--- src/rtl/arduino_byte_fifo_if.sv ---
// Parallel-bus and drain-side signals of the Arduino byte FIFO.
interface arduino_byte_fifo_if #(
  parameter int unsigned DEPTH_LOG2 = 3
);
  logic                  STROBE;
  logic [7:0]            DATA_IN;
  logic                  ENABLE;
  logic                  CLEAR_OVERFLOW;
  logic                  START_TRANSFER;
  logic [7:0]            TRANSFER_BYTE;
  logic [DEPTH_LOG2:0]   FIFO_COUNT;
  logic                  OVERFLOW;
  logic                  ACTIVITY;

  // Arduino / control-register side
  modport master (
    output STROBE, DATA_IN, ENABLE, CLEAR_OVERFLOW,
    input  START_TRANSFER, TRANSFER_BYTE, FIFO_COUNT, OVERFLOW, ACTIVITY
  );

  // FIFO side
  modport slave (
    input  STROBE, DATA_IN, ENABLE, CLEAR_OVERFLOW,
    output START_TRANSFER, TRANSFER_BYTE, FIFO_COUNT, OVERFLOW, ACTIVITY
  );
endinterface

--- src/rtl/arduino_byte_fifo.sv ---
// Captures strobed Arduino bytes into a small FIFO and drains them one at a
// time into active_transfer with a programmable gap between start pulses.
module arduino_byte_fifo #(
  parameter int unsigned DEPTH_LOG2 = 3,
  parameter int unsigned GAP_CYCLES = 1000
) (
  input  logic                 CLK,
  input  logic                 RST,
  arduino_byte_fifo_if.slave   bus
);

  localparam int unsigned DEPTH = 1 << DEPTH_LOG2;
  localparam int unsigned PTR_W = DEPTH_LOG2;
  localparam int unsigned CNT_W = DEPTH_LOG2 + 1;
  localparam int unsigned GAP_W = (GAP_CYCLES > 1) ? $clog2(GAP_CYCLES) : 1;

  typedef enum logic [1:0] {
    ST_IDLE  = 2'd0,
    ST_PULSE = 2'd1,
    ST_GAP   = 2'd2
  } state_e;

  logic             s1_q, s1_d;
  logic             s2_q, s2_d;
  logic             s3_q, s3_d;
  logic [7:0]       mem_q [DEPTH];
  logic [7:0]       mem_d [DEPTH];
  logic [PTR_W-1:0] wr_ptr_q, wr_ptr_d;
  logic [PTR_W-1:0] rd_ptr_q, rd_ptr_d;
  logic [CNT_W-1:0] count_q, count_d;
  logic             overflow_q, overflow_d;
  state_e           state_q, state_d;
  logic [GAP_W-1:0] gap_cnt_q, gap_cnt_d;
  logic             start_q, start_d;
  logic [7:0]       byte_q, byte_d;
  logic             activity_q, activity_d;

  logic             push_c;
  logic             push_ok_c;
  logic             pop_c;
  logic             full_c;

  // Next-state logic: strobe synchroniser, FIFO bookkeeping and drain FSM
  always_comb begin
    s1_d       = bus.STROBE;
    s2_d       = s1_q;
    s3_d       = s2_q;
    mem_d      = mem_q;
    wr_ptr_d   = wr_ptr_q;
    rd_ptr_d   = rd_ptr_q;
    overflow_d = overflow_q;
    state_d    = state_q;
    gap_cnt_d  = gap_cnt_q;
    start_d    = start_q;
    byte_d     = byte_q;
    pop_c      = 1'b0;

    // One push per strobe high period; full judged on the pre-edge count
    push_c    = s2_q & ~s3_q;
    full_c    = (count_q == CNT_W'(DEPTH));
    push_ok_c = push_c & ~full_c;

    if (push_ok_c) begin
      mem_d[wr_ptr_q] = bus.DATA_IN;
      wr_ptr_d        = wr_ptr_q + PTR_W'(1);
    end

    // Clear first so that a drop in the same cycle wins
    if (bus.CLEAR_OVERFLOW) begin
      overflow_d = 1'b0;
    end
    if (push_c && full_c) begin
      overflow_d = 1'b1;
    end

    case (state_q)
      ST_IDLE: begin
        if (bus.ENABLE && (count_q != '0)) begin
          byte_d   = mem_q[rd_ptr_q];
          rd_ptr_d = rd_ptr_q + PTR_W'(1);
          pop_c    = 1'b1;
          start_d  = 1'b1;
          state_d  = ST_PULSE;
        end
      end
      ST_PULSE: begin
        start_d   = 1'b0;
        gap_cnt_d = GAP_W'(GAP_CYCLES - 1);
        state_d   = ST_GAP;
      end
      ST_GAP: begin
        if (gap_cnt_q == '0) begin
          state_d = ST_IDLE;
        end else begin
          gap_cnt_d = gap_cnt_q - GAP_W'(1);
        end
      end
      default: begin
        start_d = 1'b0;
        state_d = ST_IDLE;
      end
    endcase

    count_d    = count_q + CNT_W'(push_ok_c) - CNT_W'(pop_c);
    activity_d = (count_d != '0) | (state_d != ST_IDLE);
  end

  // State registers; reset discards FIFO contents and aborts any pulse or gap
  always_ff @(posedge CLK or negedge RST) begin
    if (!RST) begin
      s1_q       <= 1'b0;
      s2_q       <= 1'b0;
      s3_q       <= 1'b0;
      for (int i = 0; i < int'(DEPTH); i++) begin
        mem_q[i] <= 8'h00;
      end
      wr_ptr_q   <= '0;
      rd_ptr_q   <= '0;
      count_q    <= '0;
      overflow_q <= 1'b0;
      state_q    <= ST_IDLE;
      gap_cnt_q  <= '0;
      start_q    <= 1'b0;
      byte_q     <= 8'h00;
      activity_q <= 1'b0;
    end else begin
      s1_q       <= s1_d;
      s2_q       <= s2_d;
      s3_q       <= s3_d;
      mem_q      <= mem_d;
      wr_ptr_q   <= wr_ptr_d;
      rd_ptr_q   <= rd_ptr_d;
      count_q    <= count_d;
      overflow_q <= overflow_d;
      state_q    <= state_d;
      gap_cnt_q  <= gap_cnt_d;
      start_q    <= start_d;
      byte_q     <= byte_d;
      activity_q <= activity_d;
    end
  end

  assign bus.START_TRANSFER = start_q;
  assign bus.TRANSFER_BYTE  = byte_q;
  assign bus.FIFO_COUNT     = count_q;
  assign bus.OVERFLOW       = overflow_q;
  assign bus.ACTIVITY       = activity_q;

endmodule

--- src/flat_wrapper.sv ---
// flat-port wrapper written by rule: the top's interface ports become plain ports
module arduino_byte_fifo_flat 
#(
  parameter int unsigned DEPTH_LOG2 = 3,
  parameter int unsigned GAP_CYCLES = 1000
)
  (CLK, RST, bus_STROBE, bus_DATA_IN, bus_ENABLE, bus_CLEAR_OVERFLOW, bus_START_TRANSFER, bus_TRANSFER_BYTE, bus_FIFO_COUNT, bus_OVERFLOW, bus_ACTIVITY);
  arduino_byte_fifo_if #(.DEPTH_LOG2(DEPTH_LOG2)) bus_i ();
  input  logic CLK;
  input  logic RST;
  input wire logic [$bits(bus_i.STROBE)-1:0] bus_STROBE;
  input wire logic [$bits(bus_i.DATA_IN)-1:0] bus_DATA_IN;
  input wire logic [$bits(bus_i.ENABLE)-1:0] bus_ENABLE;
  input wire logic [$bits(bus_i.CLEAR_OVERFLOW)-1:0] bus_CLEAR_OVERFLOW;
  output wire logic [$bits(bus_i.START_TRANSFER)-1:0] bus_START_TRANSFER;
  output wire logic [$bits(bus_i.TRANSFER_BYTE)-1:0] bus_TRANSFER_BYTE;
  output wire logic [$bits(bus_i.FIFO_COUNT)-1:0] bus_FIFO_COUNT;
  output wire logic [$bits(bus_i.OVERFLOW)-1:0] bus_OVERFLOW;
  output wire logic [$bits(bus_i.ACTIVITY)-1:0] bus_ACTIVITY;
  assign bus_i.STROBE = bus_STROBE;
  assign bus_i.DATA_IN = bus_DATA_IN;
  assign bus_i.ENABLE = bus_ENABLE;
  assign bus_i.CLEAR_OVERFLOW = bus_CLEAR_OVERFLOW;
  assign bus_START_TRANSFER = bus_i.START_TRANSFER;
  assign bus_TRANSFER_BYTE = bus_i.TRANSFER_BYTE;
  assign bus_FIFO_COUNT = bus_i.FIFO_COUNT;
  assign bus_OVERFLOW = bus_i.OVERFLOW;
  assign bus_ACTIVITY = bus_i.ACTIVITY;
  arduino_byte_fifo #(.DEPTH_LOG2(DEPTH_LOG2), .GAP_CYCLES(GAP_CYCLES)) u_core (.CLK(CLK), .RST(RST), .bus(bus_i));
endmodule
--- config.mk ---
export PLATFORM = sky130hd
export DESIGN_NAME = arduino_byte_fifo_flat
export DESIGN_NICKNAME = d
export VERILOG_FILES = /design/src/rtl/arduino_byte_fifo_if.sv /design/src/rtl/arduino_byte_fifo.sv /design/src/flat_wrapper.sv
export SDC_FILE = /design/constraint.sdc
export NUM_CORES = 1
export LEC_CHECK = 0
export ABC_CLOCK_PERIOD_IN_PS = 3200
export CAP_MARGIN = 10
export CORE_MARGIN = 3
export CORE_UTILIZATION = 35
export CTS_BUF_LIST = sky130_fd_sc_hd__clkbuf_4
export DETAILED_ROUTE_END_ITERATION = 16
export PLACE_DENSITY = 0.61
export SKIP_LAST_GASP = 1
export SYNTH_ARGS = -nofsm -noshare
export SYNTH_HDL_FRONTEND = slang
export SYNTH_SLANG_ARGS = --single-unit
--- constraint.sdc ---
create_clock -name CLK -period 3.2 [get_ports CLK]
set_clock_uncertainty 0.15 [all_clocks]
set_input_delay 0.64 -clock CLK [delete_from_list [all_inputs] [get_ports CLK]]
set_output_delay 0.64 -clock CLK [all_outputs]
set_load 0.02 [all_outputs]
# Word-level counts from Yosys, hierarchy flattened
# Index checks and enable logic that the tools add are counted.
# W data, S select, Z words.
[op_classes]
muxes = 17
add_sub_neg = 5
order_cmp = 3
eq_ne = 5
reduce_logical = 13
n_bitwise = 8
[op_table]
columns = ["op", "count"]
rows = [
  ["$bwmux W64", 1],
  ["$bmux W8 S3", 1],
  ["$demux W8 S3", 1],
  ["$mux W8", 3],
  ["$pmux W10 S2", 1],
  ["$logic_not A10 Y1", 1],
  ["$mux W10", 1],
  ["$sub A10 B1 Y10 const B", 1],
  ["$ge A4 B4 Y1 const B", 2],
  ["$not A3 Y4", 2],
  ["$reduce_bool A4 Y1", 2],
  ["$add A3 B1 Y3 const B", 2],
  ["$pmux W2 S3", 1],
  ["$reduce_and A2 Y1", 3],
  ["$reduce_bool A2 Y1", 3],
  ["$mux W1", 5],
  ["$add A4 B1 Y4", 1],
  ["$eq A4 B4 Y1 const B", 1],
  ["$lt A4 B1 Y1 const B", 1],
  ["$mux W2", 2],
  ["$sub A4 B1 Y4", 1],
  ["$logic_and A1 B1 Y1", 3],
  ["$not A1 Y1", 3],
  ["$and A1 B1 Y1", 2],
  ["7 further kinds", 7],
]
[totals]
reg_bits = 100
output_inout_bits = 15
in_bits = 13

# Longest topological paths before layout
# Gate-level depths: netlist of run 1.
[depth]
ltp_word = 7
ltp_mapped = 11
mapped_depth_nobuf = 11

# Worst setup path after synthesis of run 1
# Ideal clock, no wire load.
[synth_path]
path_type = "flip-flop to flip-flop"
startpoint = "reg u_core.count_q[2] (netlist: u_core.bus.FIFO_COUNT[2])"
endpoint = "reg u_core.activity_q (netlist: u_core.bus.ACTIVITY)"
path_buffers = 0
slack_ns = 0.196
path_stages_with_launch = 12
required_time_ns = 2.918
arrival_time_ns = 2.722
setup_ns = 0.132
cell_sequence = "dfrtp_1 -> inv_1 -> ha_1 -> a2111oi_0 -> ha_1 -> inv_1 -> ha_1 -> inv_1 -> fa_1 -> inv_1 -> nor4_1 -> or3b_1"
[synth_via]
elab_chain_cells = 7
word_cells_on_any_way = 14
[synth_rtl]
columns = ["element", "line_no", "rtl"]
rows = [
  ["start, declared", "arduino_byte_fifo.sv:30", "logic [CNT_W-1:0] count_q, count_d;"],
  ["start signal, assigned", "arduino_byte_fifo.sv:133", "count_q <= count_d;"],
  ["$reduce_bool A4 Y1", "arduino_byte_fifo.sv:78", "if (bus.ENABLE && (count_q != '0)) begin"],
  ["$logic_and A1 B1 Y1", "arduino_byte_fifo.sv:78", ""],
  ["$mux W1", "arduino_byte_fifo.sv:78", ""],
  ["$mux W1", "arduino_byte_fifo.sv:76", "case (state_q)"],
  ["named net u_core.pop_c", "arduino_byte_fifo.sv:40", "logic pop_c;"],
  ["$sub A4 B1 Y4", "arduino_byte_fifo.sv:104", "count_d = count_q + CNT_W'(push_ok_c) - CNT_W'(pop_c);"],
  ["named net u_core.count_d[1]", "arduino_byte_fifo.sv:30", ""],
  ["$reduce_bool A4 Y1", "arduino_byte_fifo.sv:105", "activity_d = (count_d != '0) | (state_d != ST_IDLE);"],
  ["$or A1 B1 Y1", "arduino_byte_fifo.sv:105", ""],
  ["named net u_core.activity_d", "arduino_byte_fifo.sv:36", "logic activity_q, activity_d;"],
  ["end signal, assigned", "arduino_byte_fifo.sv:139", "activity_q <= activity_d;"],
  ["end, declared", "arduino_byte_fifo.sv:36", ""],
]
# The timed path passes the listed nets, and every way through them passes these cells.
# A chain may end at the register's enable or synchronous reset.

# Final worst setup path of run 1
[layout_path]
startpoint = "in bus_ENABLE"
endpoint = "reg u_core.activity_q (netlist: u_core.bus.ACTIVITY)"
[layout_via]
elab_chain_cells = 6
word_cells_on_any_way = 9
[layout_rtl]
columns = ["element", "line_no", "rtl"]
rows = [
  ["start, declared", "flat_wrapper.sv:13", "input wire logic [$bits(bus_i.ENABLE)-1:0] bus_ENABLE;"],
  ["$logic_and A1 B1 Y1", "arduino_byte_fifo.sv:78", ""],
  ["$mux W1", "arduino_byte_fifo.sv:78", ""],
  ["$mux W1", "arduino_byte_fifo.sv:76", ""],
  ["named net u_core.pop_c", "arduino_byte_fifo.sv:40", ""],
  ["$sub A4 B1 Y4", "arduino_byte_fifo.sv:104", ""],
  ["named net u_core.count_d[1]", "arduino_byte_fifo.sv:30", ""],
  ["$reduce_bool A4 Y1", "arduino_byte_fifo.sv:105", ""],
  ["$or A1 B1 Y1", "arduino_byte_fifo.sv:105", ""],
  ["named net u_core.activity_d", "arduino_byte_fifo.sv:36", ""],
]
# The timed path passes the listed nets, and every way through them passes these cells.

==> results of run 1 <==
## registers in the layout (all words and copies together), names as in the netlist
signal / count
u_core.gap_cnt_q: 10
u_core.bus.FIFO_COUNT: 4
u_core.s2_q: 1
u_core.wr_ptr_q: 3
u_core.s3_q: 1
u_core.mem_q: 64
u_core.state_q: 2
u_core.bus.TRANSFER_BYTE: 8
u_core.bus.START_TRANSFER: 1
u_core.rd_ptr_q: 3
u_core.bus.ACTIVITY: 1
u_core.s1_q: 1
u_core.bus.OVERFLOW: 1
## cell families after synthesis
logic type / share of synthesized area [%]
AO/OA/AOI/OAI: 4.55
XOR/XNOR: 1.15
adder cells (fa/ha/maj): 2.91
flip-flops: 54.9
buffers and inverters: 2.80
multiplexers: 25.9
AND/OR/NAND/NOR: 7.79
## metal layers
layer | up-vias | wire, um | track usage, %
met5 | - | 0 | 0
met4 | 0 | 95 | 3.22
met3 | 9 | 315 | 3.63
met2 | 41 | 4290 | 21.3
met1 | 1392 | 4240 | 17.9
li1 | 1270 | - | -
## power by group through the flow
stage	Clock (W)	Combinational, W	Sequential, W
floorplan	0	0.00149	0.00220
global placement	0	0.00202	0.00228
detailed placement	0	0.00209	0.00232
CTS	0.000785	0.00210	0.00229
global route	0.000828	0.00227	0.00237
finish	0.000757	0.00207	0.00228
## repair_timing
item                                   CTS  global route
hold buffers                             0             0
setup endpoints to repair                0             1
gates resized for setup                  0             2
buffers inserted                         0             0
endpoints found under the hold margin    0             0
## final cells by class
type / instances / area [um^2]
clock buffers: 9 / 67.6
clock inverters: 7 / 100
fillers: 1201 / 7380
inverters: 15 / 56.3
multi-input cells: 196 / 1960
flip-flops and latches: 100 / 2500
well taps: 172 / 215
repair buffers: 39 / 383
## through the flow
stage / std cells / setup WS [ns] / instance area (um^2)
after floorplan: 328 / 0.196 / 4560
after global placement: 522 / -0.359 / 5110
after detailed placement: 522 / -0.361 / 5110
after CTS: 538 / 0.118 / 5280
after global routing: 538 / 0.0494 / 5290
final: 538 / 0.190 / 5290
## final timing paths
path	slack [ns]	endpoint	cells past startpoint
max in group asynchronous	2.16	u_core.mem_q[54]$_DFFE_PN0P_	2
worst min-delay path	0.04	u_core.bus.OVERFLOW$_DFFE_PN0P_	1
worst min register to register	0.22	u_core.s2_q$_DFF_PN0_	0
worst max-delay path	0.19	u_core.bus.ACTIVITY$_DFF_PN0_	11
worst max register to register	0.22	u_core.bus.ACTIVITY$_DFF_PN0_	11
min in group CLK	0.22	u_core.s2_q$_DFF_PN0_	0
## cell usage in the layout (no fill, tap or decap), drive strengths merged, types with 4 or more instances in the layout
cell	n
a21oi	10
nand2b	4
mux4	16
nand3	11
nor2	13
o21ai	6
nand2	9
inv	16
or4	4
mux2i	8
clkbuf	9
buf	13
clkdlybuf4s50	26
mux2	66
ha	9
dfrtp	100
## worst max-delay path, cell delays in order
cell	delay, ns
clkdlybuf4s50_1	0.45
inv_1	0.07
a2111oi_2	0.34
ha_1	0.29
inv_1	0.06
ha_1	0.16
inv_1	0.06
fa_1	0.48
inv_1	0.06
nor4_1	0.23
or3b_1	0.36
==> run metrics, run 1 <==
Final Hold Viols=0; clock tree buffer depth=2; clock root cell=clkbuf_4; Starting Density=~36%; worst min path class=input port to async pin; crit end category=flop; net switching power=between 0.0015 and 0.002 W; Area contributors post-synth=dfrtp_1, mux2_2, mux4_2, ha_1, mux2i_1; vias per cell=between 5 and 6; Rel. slew slack=about 43%; Layout Nets=between 300 and 400; most frequent cell after synthesis=dfrtp_1; CP startpoint kind=input port; Avg Inst Size Synth=13.9 um^2; Worst EP required=3.39 ns; initial antenna violation count=0; Worst Path Arrival=~3.2 ns; Ports=28; Die Width=between 100 and 150 um; Slew Viols, Final=0; Vias=roughly 2700; status=complete, no violations; clock-pin transition on the worst setup and hold timing paths=0.15 ns; total wire length=between 8 and 9 mm; mapped cell area=4560 um^2; DRC violations left=0; syn nets=roughly 350; CTS tree=yes; die height=approximately 120 um; critical path startpoint=bus_ENABLE; GR Util All Layers=13.2%; Yosys top cell area share=between 50% and 60%; antenna cell count=0; first-pass iteration count of the detailed router=4; Internal=around 0.0034 W; setup violators final=0; Flop pwr share=around 45%; post-DR wirelength/cell=~17 um; Clk pwr share=between 10 and 15%; site row count=41; utilization after layout=roughly two fifths; CTS sink cnt=100; Pleak=roughly 2.2 nW; power density cells=966 nW/um^2; combinational share of power=about two fifths; critical-path maximum fanout=2; clk_lat worst skew=~0.45 ns; Syn Inst Count=approximately 330; Worst Path Class, Setup=input port to flop; Tcrit/Tclk final=between 90% and 100%; H-tree levels=3; vias in the first global route=2806; Worst VDD drop=approximately 0.50 mV; Critical R2R Launch=u_core.bus.FIFO_COUNT[2]$_DFF_PN0_; die area=approximately 14000 um^2; Net Sw Frac=between 30 and 40%; WHS=0.0434 ns; # Max-Cap Violations=0; largest net degree at the start of global routing=52; Final min period=~3 ns; first-pass GRT wire length=~15 mm; synth warn=0; top_reg_cell synth=dfrtp_1; DRT iter0 DRCs=123; number of buffers created by CTS=9; post-detail-place hpwl=a little under 6 mm; final antenna-violating net count=0; RSZ-0062 raised after global routing=no; Yosys top cell by area=dfrtp_1; Synth Register Bits=100; core area=approximately 13000 um^2; setup TNS=0 ns; GPL Wtd Cong=~0.8; PortBufs=27; synth unique cells=46; asr flop ratio synth=100%; share of cells above drive strength 1=around 33%; register area share after synthesis=roughly 55%; EDFF count, synth=0; fmax=332 MHz; global route overflow=0; Power, Total=0.00511 W; area growth from synthesis to layout=15.9%; Slew @ Worst Pin=about 0.86 ns; Commonest cells post-synth=dfrtp_1, mux2_2, mux4_2
Note: power is estimated with default switching activity, not from simulation.
==> inputs of run 2 (changes only) <==
Settings changed: PLACE_DENSITY 0.61 to 0.53.
==> run 2 against run 1 <==
Register-to-register slack lost 0.03 ns. Worst hold slack gained 0.18 ns. Highest routed layer unchanged. Largest cell class unchanged. Critical path type unchanged. Sequential power is essentially flat.
==> run metrics, run 2 (synthesis gave the netlist of run 1 again) <==
Crit-path slowest cell=fa_1; CP startpoint kind=input port; Slew @ Worst Pin=0.868 ns; Rel. slew slack=between 40% and 50%; setup TNS=0 ns; clock-pin transition on the worst setup and hold timing paths=roughly 0.15 ns; Layout fillers=about 1200; Worst VDD drop=0.399 mV; vias per cell=slightly above 5; Power, Total=0.00502 W; share of cells above drive strength 1=33.3%; vias in the first global route=around 2800; critical-path maximum fanout=2; CTS tree=yes; CTS sink cnt=100; die area=14400 um^2; Inst Count DP=roughly 530; post-route setup slack=0.158 ns; Worst Path Class, Setup=input port to flop; RSZ-0062 raised after global routing=no; final antenna-violating net count=0; PortBufs=27; Die Width=between 100 and 150 um; # Max-Cap Violations=0; initial antenna violation count=0; pre-CTS setup slack=-0.441 ns; most frequent cells in the layout=dfrtp_1, mux2_2, clkdlybuf4s50_1, buf_4, mux4_2; crit end category=flop; DRT iter0 DRCs=~140; clock root cell=clkbuf_4; antenna cell count=0; fmax=between 300 and 400 MHz; core area=between 10000 and 15000 um^2; post-detail-place hpwl=6.17 mm; status=complete, no violations; H-tree levels=3; Final Hold Viols=0; Slew Viols, Final=0; die height=between 100 and 150 um; Tcrit/Tclk final=95.1%; CP Cell Sequence=clkdlybuf4s50_1 -> inv_1 -> a2111oi_2 -> ha_1 -> inv_1 -> ha_1 -> inv_1 -> fa_1 -> inv_1 -> nor4_1 -> or3b_1; number of flip-flops in the largest register=64; first-pass GRT wire length=approximately 15 mm; critical path buffer and inverter count=5; setup violators final=0; GPL Wtd Cong=0.770; Largest Register=u_core.mem_q; site row count=between 40 and 50; post-DR wirelength/cell=around 17 um; Layout Cells excl Fill=544; area growth from synthesis to layout=16.2%; DRC violations left=0; worst min path class=flop to flop; clock tree buffer depth=2; global route overflow=0; first-pass iteration count of the detailed router=4; crit-path most repeated cell=inv_1; CP max stage delay=roughly 0.47 ns; clk_lat worst skew=between 0.4 and 0.5 ns; Worst Path Arrival=roughly 3.2 ns; commonest non-fill, non-tap cell in the layout=dfrtp_1; number of buffers created by CTS=9; Vias=2743; Starting Density=36.0%; WHS=approximately 0.23 ns; largest net degree at the start of global routing=38; Ports=28; Worst EP required=approximately 3.4 ns; Final min period=about 3.0 ns; Layout Nets=390; Post-CTS Setup Inserts=0; GR Util All Layers=~14%; power density cells=about 950 nW/um^2; total wire length=between 9 and 10 mm; delay-heaviest family, CP=adder cells; Pleak=around 2.2 nW
run 2: timing repair:
action | in CTS | in global routing
hold buffers | 1 | 0
hold endpoints to repair | 34 | 0
gates resized for setup | 0 | 2
endpoints found under the setup margin | 0 | 1
run 2: final timing paths:
path | start | to | slack (ns) | depth (start not counted)
worst min register to register | u_core.s1_q$_DFF_PN0_ | u_core.s2_q$_DFF_PN0_ | 0.23 | 0
worst max-delay path | bus_ENABLE | u_core.bus.ACTIVITY$_DFF_PN0_ | 0.16 | 11
worst min-delay path | u_core.s1_q$_DFF_PN0_ | u_core.s2_q$_DFF_PN0_ | 0.23 | 0
max in group asynchronous | RST | u_core.gap_cnt_q[5]$_DFFE_PN0P_ | 1.65 | 3
worst max register to register | u_core.bus.FIFO_COUNT[2]$_DFF_PN0_ | u_core.bus.ACTIVITY$_DFF_PN0_ | 0.19 | 11
min in group asynchronous | RST | u_core.rd_ptr_q[2]$_DFFE_PN0P_ | 0.52 | 2
run 2: cell type report:
class	instances	area [um^2]	share of cell area, %
tap	172	215	4.06
clock inverter	6	72.6	1.37
sequential	100	2500	47.2
clock buffer	10	75.1	1.42
multi-input combinational	196	1960	37.0
timing repair buffer	45	418	7.88
inverter	15	56.3	1.06
run 2: stage by stage:
stage	utilization, %	cell area, um^2
after global routing	41.8	5300
after global placement	40.6	5140
after detailed placement	40.6	5140
after floorplan	-	4560
final	41.8	5300
after CTS	41.8	5300
run 2: power by group:
| group | internal (W) | total [W] | switching (W) |
|---|---|---|---|
| Clock | 0.000257 | 0.000699 | 0.000441 |
| Sequential | 0.00184 | 0.00228 | 0.000445 |
| Combinational | 0.00121 | 0.00204 | 0.000830 |
| Total | 0.00330 | 0.00502 | 0.00172 |
run 2: routing by layer:
metal  share of wire [%]  vias to the layer above  GRT usage (%)
li1                    -                     1289              -
met1                  48                     1411           18.8
met2                  47                       33           22.2
met3                 3.5                       10           3.39
met4                 1.3                        0           4.08
met5                   0                        -              0
==> inputs of run 3 (changes only) <==
Settings changed: CORE_MARGIN 3 to default.
==> run 3 against run 2 <==
Sequential share of layout area grew 0.40 points. Design area fell by 0.85%. Largest power group unchanged. First-iteration DRC count fell by 32%. Largest cell class unchanged. Worst hold slack got worse by 0.012 ns.
==> run metrics, run 3 (synthesis gave the netlist of run 1 again) <==
status=complete, no violations; Worst Path Arrival=3.24 ns; PortBufs=27; Tcrit/Tclk final=between 90% and 100%; CTS tree=yes; Worst EP required=3.38 ns; clock root cell=clkbuf_4; post-detail-place hpwl=a little under 6 mm; post-DR wirelength/cell=16.6 um; Slew Viols, Final=0; # Max-Cap Violations=0; CP startpoint kind=input port; first-pass GRT wire length=15.0 mm; clock tree buffer depth=2; share of cells above drive strength 1=between 30% and 40%; WHS=around 0.22 ns; largest net degree at the start of global routing=63; die area=13500 um^2; combinational share of power=about two fifths; Largest Register=u_core.mem_q; site row count=41; clk_lat worst skew=approximately 0.45 ns; vias in the first global route=between 2000 and 3000; total wire length=between 9 and 10 mm; first-pass iteration count of the detailed router=4; Internal=0.00320 W; DRT iter0 DRCs=between 90 and 100; GPL Wtd Cong=0.803; Vias=around 2700; final antenna-violating net count=0; Post-CTS Setup Inserts=0; core area=approximately 13000 um^2; CTS sink cnt=100; vias per cell=approximately 5.1; Final Hold Viols=0; area of the multi-input gates=just under 2000 um^2; setup violators final=0; net switching power=0.00170 W; most frequent cells in the layout=dfrtp_1, mux2_2, clkdlybuf4s50_1, mux4_2; Final min period=roughly 3.1 ns; Layout fillers=around 1200; H-tree levels=3; die height=approximately 120 um; Clk pwr share=11.8%; Worst Path Class, Setup=input port to flop; Net Sw Frac=around a third; GR Util All Layers=between 15 and 20%; fmax=~330 MHz; Pleak=~2.2 nW; commonest non-fill, non-tap cell in the layout=dfrtp_1; Starting Density=a little over a third; clock-pin transition on the worst setup and hold timing paths=0.13 ns; area growth from synthesis to layout=15.2%; Flop pwr share=a little under half; global route overflow=0; Power, Total=roughly 0.0049 W; Worst VDD drop=between 0.3 and 0.4 mV; Slew @ Worst Pin=between 0.8 and 0.9 ns; setup TNS=0 ns; crit end category=flop; Ports=28; DRC violations left=0; worst min path class=flop to flop; antenna cell count=0; Sequential Area=approximately 2500 um^2; critical-path maximum fanout=2; Die Width=between 100 and 150 um; initial antenna violation count=0; Layout Nets=388; number of buffers created by CTS=9; number of flip-flops in the largest register=64; RSZ-0062 raised after global routing=no; power density cells=932 nW/um^2; Rel. slew slack=about two fifths
run 3: final timing paths:
kind / from / endpoint / slack (ns) / cells after the start
max: bus_ENABLE / u_core.bus.ACTIVITY$_DFF_PN0_ / 0.13 / 11
min reg2reg: u_core.s1_q$_DFF_PN0_ / u_core.s2_q$_DFF_PN0_ / 0.22 / 0
max reg2reg: u_core.bus.FIFO_COUNT[2]$_DFF_PN0_ / u_core.bus.ACTIVITY$_DFF_PN0_ / 0.16 / 11
max in group asynchronous: RST / u_core.mem_q[54]$_DFFE_PN0P_ / 1.91 / 3
min: u_core.s1_q$_DFF_PN0_ / u_core.s2_q$_DFF_PN0_ / 0.22 / 0
min in group asynchronous: RST / u_core.s3_q$_DFF_PN0_ / 0.37 / 2
run 3: per-layer routing:
| metal | up-vias | GRT usage, % | share of wire (%) |
|---|---|---|---|
| met2 | 38 | 26.2 | 50 |
| li1 | 1275 | - | - |
| met4 | 0 | 4.36 | 1.1 |
| met3 | 10 | 3.63 | 2.9 |
| met1 | 1416 | 18.7 | 46 |
| met5 | - | 0 | 0 |
run 3: final cells by class:
cell class,instances,area share [%]
tap,172,4.09
inverter,15,1.07
multi-input combinational,196,37.5
clock buffer,11,1.57
timing repair buffer,43,7.66
clock inverter,5,0.547
sequential,100,47.6
run 3: what timing repair did:
item                                   CTS  global route
endpoints found under the hold margin    4             0
setup endpoints to repair                0             1
gates resized for setup                  0             3
hold buffers                             1             0
run 3: power by group through the flow:
stage | clock, W | combinational, W | sequential (W)
2_1_floorplan | 0 | 0.00149 | 0.00220
3_3_place_gp | 0 | 0.00201 | 0.00228
3_5_place_dp | 0 | 0.00207 | 0.00230
4_1_cts | 0.000617 | 0.00207 | 0.00227
5_1_grt | 0.000656 | 0.00227 | 0.00236
6_report | 0.000580 | 0.00206 | 0.00227
run 3: through the flow:
step                      setup slack (ns)  instance area [um^2]  util (%)  std cells
after floorplan                      0.196                  4560         -        328
after global placement              -0.454                  5120      40.4        525
after detailed placement            -0.462                  5120      40.4        525
after CTS                          0.00479                  5250      41.4        542
after global routing               0.00367                  5260      41.5        542
final                                0.134                  5260      41.5        542
run 3: critical path, cell delays in order:
cell and delay (ns):
clkdlybuf4s50_1 0.45, inv_1 0.06, a2111oi_2 0.35, ha_1 0.30, inv_1 0.06, ha_1 0.16, inv_1 0.06, fa_1 0.47
inv_1 0.05, nor4_2 0.26, or3b_1 0.37
